$ cat config.mk
export PLATFORM = sky130hd
export DESIGN_NAME = srt_rem_fixup
export DESIGN_NICKNAME = d
export VERILOG_FILES = /design/src/rtl/srt_rem_fixup.sv
export SDC_FILE = /design/constraint.sdc
export NUM_CORES = 1
export LEC_CHECK = 0
export BUFFER_PORTS_ARGS = -buffer_cell sky130_fd_sc_hd__buf_4
export CORE_MARGIN = 2
export CORE_UTILIZATION = 40
export CTS_BUF_LIST = sky130_fd_sc_hd__clkbuf_4 sky130_fd_sc_hd__clkbuf_8 sky130_fd_sc_hd__clkbuf_16
export CTS_CLUSTER_SIZE = 16
export DETAILED_ROUTE_END_ITERATION = 8
export PLACE_DENSITY = 0.65
export SLEW_MARGIN = 25
export SYNTH_ARGS = -nofsm -noshare
export SYNTH_HDL_FRONTEND = slang
export SYNTH_SLANG_ARGS = --single-unit
$ cat constraint.sdc
create_clock -name clk -period 4.97 [get_ports clk]
set_input_delay 0.497 -clock clk [delete_from_list [all_inputs] [get_ports clk]]
set_output_delay 0.497 -clock clk [all_outputs]
set_load 0.02 [all_outputs]
$ cat src/rtl/srt_rem_fixup.sv
// srt_rem_fixup: final remainder/quotient correction stage of an SRT divider
// Takes the last partial remainder, the normalised divisor and the converted
// quotient. When the remainder is negative it adds the divisor back and
// decrements the quotient. Otherwise it passes both through unchanged.
// Ports: clk, rst (async, active-high); in_valid/in_ready with in_rem/in_div/in_quo;
//        out_valid/out_ready with out_rem/out_quo/out_fix/out_sticky.
// Build option: SRT_FIXUP_STICKY_EN enables out_sticky = (corrected remainder != 0).
// When the option is off, out_sticky is tied low.
module srt_rem_fixup #(
  parameter int WIDTH = 26
) (
  input  logic             clk,
  input  logic             rst,
  input  logic             in_valid,
  output logic             in_ready,
  input  logic [WIDTH-1:0] in_rem,
  input  logic [WIDTH-1:0] in_div,
  input  logic [WIDTH-1:0] in_quo,
  output logic             out_valid,
  input  logic             out_ready,
  output logic [WIDTH-1:0] out_rem,
  output logic [WIDTH-1:0] out_quo,
  output logic             out_fix,
  output logic             out_sticky
);
  typedef enum logic [1:0] {IDLE, CHECK, CORRECT, DONE} state_t;
  state_t state;
  logic [WIDTH-1:0] rem_q, div_q, quo_q, sum;
  assign sum = rem_q + div_q;
  assign in_ready = state == IDLE;
  assign out_valid = state == DONE;
`ifdef SRT_FIXUP_STICKY_EN
  logic sticky_q;
  assign out_sticky = sticky_q;
  always_ff @(posedge clk or posedge rst)
    if (rst) sticky_q <= 1'b0;
    else if (state == CHECK && !rem_q[WIDTH-1]) sticky_q <= |rem_q;
    else if (state == CORRECT) sticky_q <= |sum;
`else
  assign out_sticky = 1'b0;
`endif
  always_ff @(posedge clk or posedge rst) begin
    if (rst) begin
      state <= IDLE;
      rem_q <= '0;
      div_q <= '0;
      quo_q <= '0;
      out_rem <= '0;
      out_quo <= '0;
      out_fix <= 1'b0;
    end else begin
      case (state)
        IDLE: if (in_valid) begin
          rem_q <= in_rem;
          div_q <= in_div;
          quo_q <= in_quo;
          state <= CHECK;
        end
        CHECK: if (rem_q[WIDTH-1]) state <= CORRECT;
        else begin
          out_rem <= rem_q;
          out_quo <= quo_q;
          out_fix <= 1'b0;
          state <= DONE;
        end
        CORRECT: begin
          out_rem <= sum;
          out_quo <= quo_q - WIDTH'(1);
          out_fix <= 1'b1;
          state <= DONE;
        end
        DONE: if (out_ready) state <= IDLE;
        default: state <= IDLE;
      endcase
    end
  end
endmodule

Yosys cells after proc, flatten, opt, wreduce, memory -nomap -nowiden. Index checks and enable logic that the tools add are counted.

Add/subtract/negate cells: 2. Multiply operators: 0. Div/mod/pow operators: 0. $lt $le $gt $ge: 0. Equal/unequal tests: 6. Shift operators: 0. Muxes and demuxes: 10. Bitwise gates (word level): 0. Reductions and logical operators: 5.

Operators with widths (count): 26-bit one-hot mux with 2 select lines (2); 26-bit two-way mux (2); 26-bit adder (1); 26-bit by 1-bit subtractor with 26-bit output, second input constant (1); 2-bit one-hot mux with 4 select lines (1); 2-bit AND reduction (3); 2-bit equality test, second input constant (2); 2-bit two-way mux (2); 2-bit inequality test, second input constant (2); 2-bit by 1-bit equality test with 1-bit output, second input constant (1); 2-bit zero test (1); 1-bit two-way mux (2); 2-bit by 1-bit inequality test with 1-bit output, second input constant (1); 1-bit one-hot mux with 2 select lines (1); 2-bit nonzero test (1).

Register bits: 133. Latch bits: 0. RAM bits: 0. Bits in read-only memories: 0. Bits of input ports: 82. Output and inout bits: 56. Word-level logic and storage cells: 30. Memories: 0.

Logic depth before layout (Yosys ltp).
Depth after elaboration: 3. Gate-level depth with buffers: 11. Depth with buffers taken out: 10.

Least setup slack after synthesis. OpenSTA, ideal clock, no wires.

Path type: flip-flop to flip-flop. Start: reg state[0]. End: reg out_quo[18]. Setup time: 0.128 ns. Data arrival time: 2.350 ns. Slack: 2.492 ns. Cell stages (with the launch flop): 12. Buffers on the path: 1. Cell sequence: dfrtp_1 -> inv_1 -> ha_1 -> buf_6 -> inv_4 -> or3_4 -> nor4b_4 -> nand2_2 -> nor4_4 -> and2b_1 -> xnor2_1 -> o21ai_2.

Word-level cells in the longest chain between the ends: 3. Elaborated cells between the ends (all ways): 6. Classes of those cells: 3 x eq/ne; 1 x mux; 2 x reduce/logical.

Ends and longest elaborated chain: from (decl) (RTL line 27) `state_t state;`; from (signal assigned) (RTL line 44) `state <= IDLE;`; from (signal assigned) (RTL line 57) `state <= CHECK;`; from (signal assigned) (RTL line 59) `CHECK: if (rem_q[WIDTH-1]) state <= CORRECT;`; 2-bit by 1-bit equality test with 1-bit output or 2-bit equality test (tied branches) (RTL line 52) `case (state)`; 2-bit inequality test (no line) or 2-bit nonzero test (tied branches); 2-bit AND reduction (no line); to (signal assigned) (RTL line 62) `out_quo <= quo_q;`; to (signal assigned) (RTL line 68) `out_quo <= quo_q - WIDTH'(1);`; to (decl) (RTL line 22) `output logic [WIDTH-1:0] out_quo,`.

Parallel ways exist; a longest one is shown, timed or not. A chain may end at the register's enable or synchronous reset.

Final worst setup path. Ends and elaborated chain as after synthesis.

==> summary.md <==
| Metric | Value |
|---|---|
| Net switching power figure | `3.141 mW` |
| Least-Margin Pin Slew | `just over 0.8 ns` |
| Area share of the leading cell type in the synthesized netlist | `48.15%` |
| Asr flop ratio synth | `100.0%` |
| Detailed Routing Iterations Pass 1 | `5` |
| Post-Syn Nets | `763` |
| Post-synth EDFFs | `0` |
| Synthesized instance count | `650` |
| Net total in the final layout | `895` |
| Slew HR | `44.97%` |
| Fraction of power spent switching nets | `42.55%` |
| Row cnt | `48` |
| Signed area change from the synthesized netlist to the final layout | `27.52%` |
| Worst EP required | `5.27 ns` |
| Portion of total power attributed to combinational logic | `approximately 54%` |
| HPWL reported at the end of detailed placement | `roughly 12,000 microns` |
| Top Ports | `138` |
| Wire length per cell | `16.60 microns` |
| Final estimated routing congestion in global placement | `0.8878` |
| Share of the cycle needed by the critical path after routing | `60.97%` |
| Pin count of the biggest net entering global routing | `79` |
| Path category of the worst min-delay check | `input pin to flop` |
| Total via count in the routed design | `between 5,000 and 6,000` |
| Element type at the critical path end | `flop` |
| Total of buffers placed on input and output ports | `136` |
| X dimension of the die | `135.5 microns` |
| Crit path DAT | `3.33 ns` |
| Drt initial violations | `324` |
| Mapped Avg Cell Area | `10.63 sq um` |
| Number of levels in the clock H-tree | `4` |
| Setup Skew | `0.01064 ns` |
| Max Buffers Root-to-Sink | `2` |
| Sum Neg Setup Slack | `0 ns` |
| Fillers | `1,530` |
| Final Hold Viols | `0` |
| Overall die height | `135.5 microns` |
| Status | `finished, final reports clean` |
| WS Path Type | `flop to flop` |
| Final antenna diode count | `0` |
| Setup-failing EPs final | `0` |
| Clock Power Share | `between 15 and 20%` |
| Routed wire length | `16,930 microns` |
| Reported max-cap violation count | `0` |
| Post-CTS setup repair buffer count | `0` |
| Library cells used by synthesis | `56` |
| Highest achievable clock rate | `330.0 MHz` |
| Total internal power | `4.241 mW` |
| Cell area power density | `837.5 mW/mm^2` |
| Initial Util | `40.38%` |
| Max-slew violations | `0` |
| Cell area after technology mapping | `0.006912 sq mm` |
| Core Footprint | `0.01712 sq mm` |
| Global-route congestion overflow total | `0` |
| VDD IR-drop max | `407.9 uV` |
| Critical Path Source Type | `flop` |
| Register share of total power | `28.9%` |
| Leading post-synthesis cells by cell area | `dfrtp_1, mux2_2, ha_1` |
| Minimum clock period after layout | `~3.0 ns` |
| Number of cells in the finished layout apart from fillers | `1,020` |
| Antenna-violating nets left | `0` |
| Share of the yosys chip area belonging to registers | `between 40% and 50%` |
| Unrepaired setup endpoints after global routing | `no` |
| Initial antenna violation count | `0` |
| Leading area contributor after synthesis | `dfrtp_1` |
| Die area | `0.01835 sq mm` |
| CTS tree | `done` |
| TritonCTS sink count | `133` |
| CTS clk-pin slew, worst paths | `approximately 0.06 ns` |
| Remaining routing DRC violations | `0` |
| Primary flip-flop cell chosen by synthesis mapping | `dfrtp_1` |
| Clock Tree Root | `clkbuf_16` |
| Final Hold Slack | `0.2954 ns` |
| Global-route usage over all layers | `19.05%` |
| Post-placement cell count | `986` |
| Proportion of layout cells with a drive suffix above 1 | `33.46%` |
| Design Power | `7.382 mW` |
| Leakage dissipation | `between 3 and 4 nW` |
| Top cells by count, synth | `dfrtp_1, mux2_2, nand2_1` |
| CP max FO | `27` |
| First-pass GRT wire length | `about 27,000 microns` |
| Register bit count reported by yosys | `133` |
| Via count of the first global-routing pass | `between 5,000 and 6,000` |
| Ratio of routed vias to standard cells | `5.290` |
| Inserted Clock Buffers | `17` |
| Most repeated cell in the gate-level netlist after synthesis | `dfrtp_1` |
| Total number of yosys warnings | `0` |
| Clock latency on the worst-skew pair | `0.43 ns` |
[power groups by stage]
stage / Combinational [mW] / Clock, mW / Sequential, mW
floorplan: 2.62 / 0 / 2.24
global placement: 3.78 / 0 / 2.13
detailed placement: 3.86 / 0 / 2.15
CTS: 3.90 / 1.33 / 2.13
global route: 4.33 / 1.38 / 2.21
finish: 3.95 / 1.30 / 2.13
[path summary, 6_finish.rpt]
kind,slack [ns],endpoint,cells after the start,start
max,1.94,out_quo[18],11,state[0]
max in group asynchronous,3.37,quo_q[6],4,rst
min reg2reg,0.49,out_rem[0],2,out_rem[0]
max reg2reg,1.94,out_quo[18],11,state[0]
min,0.30,rem_q[18],2,in_rem[18]
min in group asynchronous,0.53,div_q[3],3,rst
[cell usage in the layout (no fill, tap or decap), types with 7 or more instances in the layout]
cell and instances:
dfrtp_1 133, nor3_1 15, xor2_1 13, nand4_1 9
clkbuf_16 17, nor2_1 46, mux2_2 79, nand2_1 64
a21oi_1 39, xnor2_1 30, a211oi_1 9, mux2i_1 7
ha_1 30, o21ai_0 43, nand3_1 7, buf_4 141
a21o_1 8, inv_1 10
[per-layer routing]
metal  wire length [microns]  vias to the layer above  share of wire [%]  global-route usage, %
met5                       0                        -                  0                      0
met3                     932                       14                5.5                  4.153
li1                        -                     2572                  -                      -
met2                    8389                      164                 50                  31.61
met4                     192                        0                1.1                  6.944
met1                    7417                     2646                 44                  24.60
[worst max-delay path, cell delays in order (launching register included)]
cell and delay (ns):
dfrtp_1 0.43, inv_1 0.11, ha_1 0.16, buf_4 0.29, inv_4 0.19, or3_4 0.47, nor4b_4 0.38, nand2_2 0.16
nor4_4 0.34, and2b_1 0.19, xnor2_1 0.13, o21ai_2 0.06
[logic make-up (layout without fill, tap and decap cells)]
logic type	Yosys count	in the layout	share of synthesized area (%)
adder cells (fa/ha/maj)	31	31	5.721
other	1	1	0.05426
AO/OA/AOI/OAI	137	137	11.77
multiplexers	86	86	13.88
XOR/XNOR	43	43	5.449
AND/OR/NAND/NOR	177	177	12.49
flip-flops	133	133	48.15
buffers and inverters	42	187	2.480
[registers in the layout (all words and copies together), names as in the netlist]
| register | flops |
|---|---|
| state | 2 |
| out_quo | 26 |
| rem_q | 26 |
| out_rem | 26 |
| quo_q | 26 |
| div_q | 26 |
| out_fix | 1 |
[layout make-up]
type	count	area, sq um	area share, %
multi-input combinational	475	3440	39.03
sequential	133	3328	37.76
timing repair buffer	143	1096	12.44
clock buffer	21	467.9	5.309
tap	225	281.5	3.194
clock inverter	11	150.1	1.704
inverter	12	50.05	0.5679
[through the flow]
stage | worst slack, ns | util (%) | area (sq um)
final | 1.940 | 51.49 | 8813
after floorplan | 0.9186 | - | 6912
after global routing | 1.747 | 51.49 | 8813
after global placement | 2.007 | 47.61 | 8149
after CTS | 1.929 | 51.28 | 8777
after detailed placement | 1.946 | 47.61 | 8149
[repair_timing]
action / 4_1_cts / 5_1_grt
hold buffers: 1 / 0
resized for setup: 0 / 0
setup endpoints to repair: 0 / 0
hold endpoints to repair: 12 / 0
Note: power is estimated with default switching activity, not from simulation.
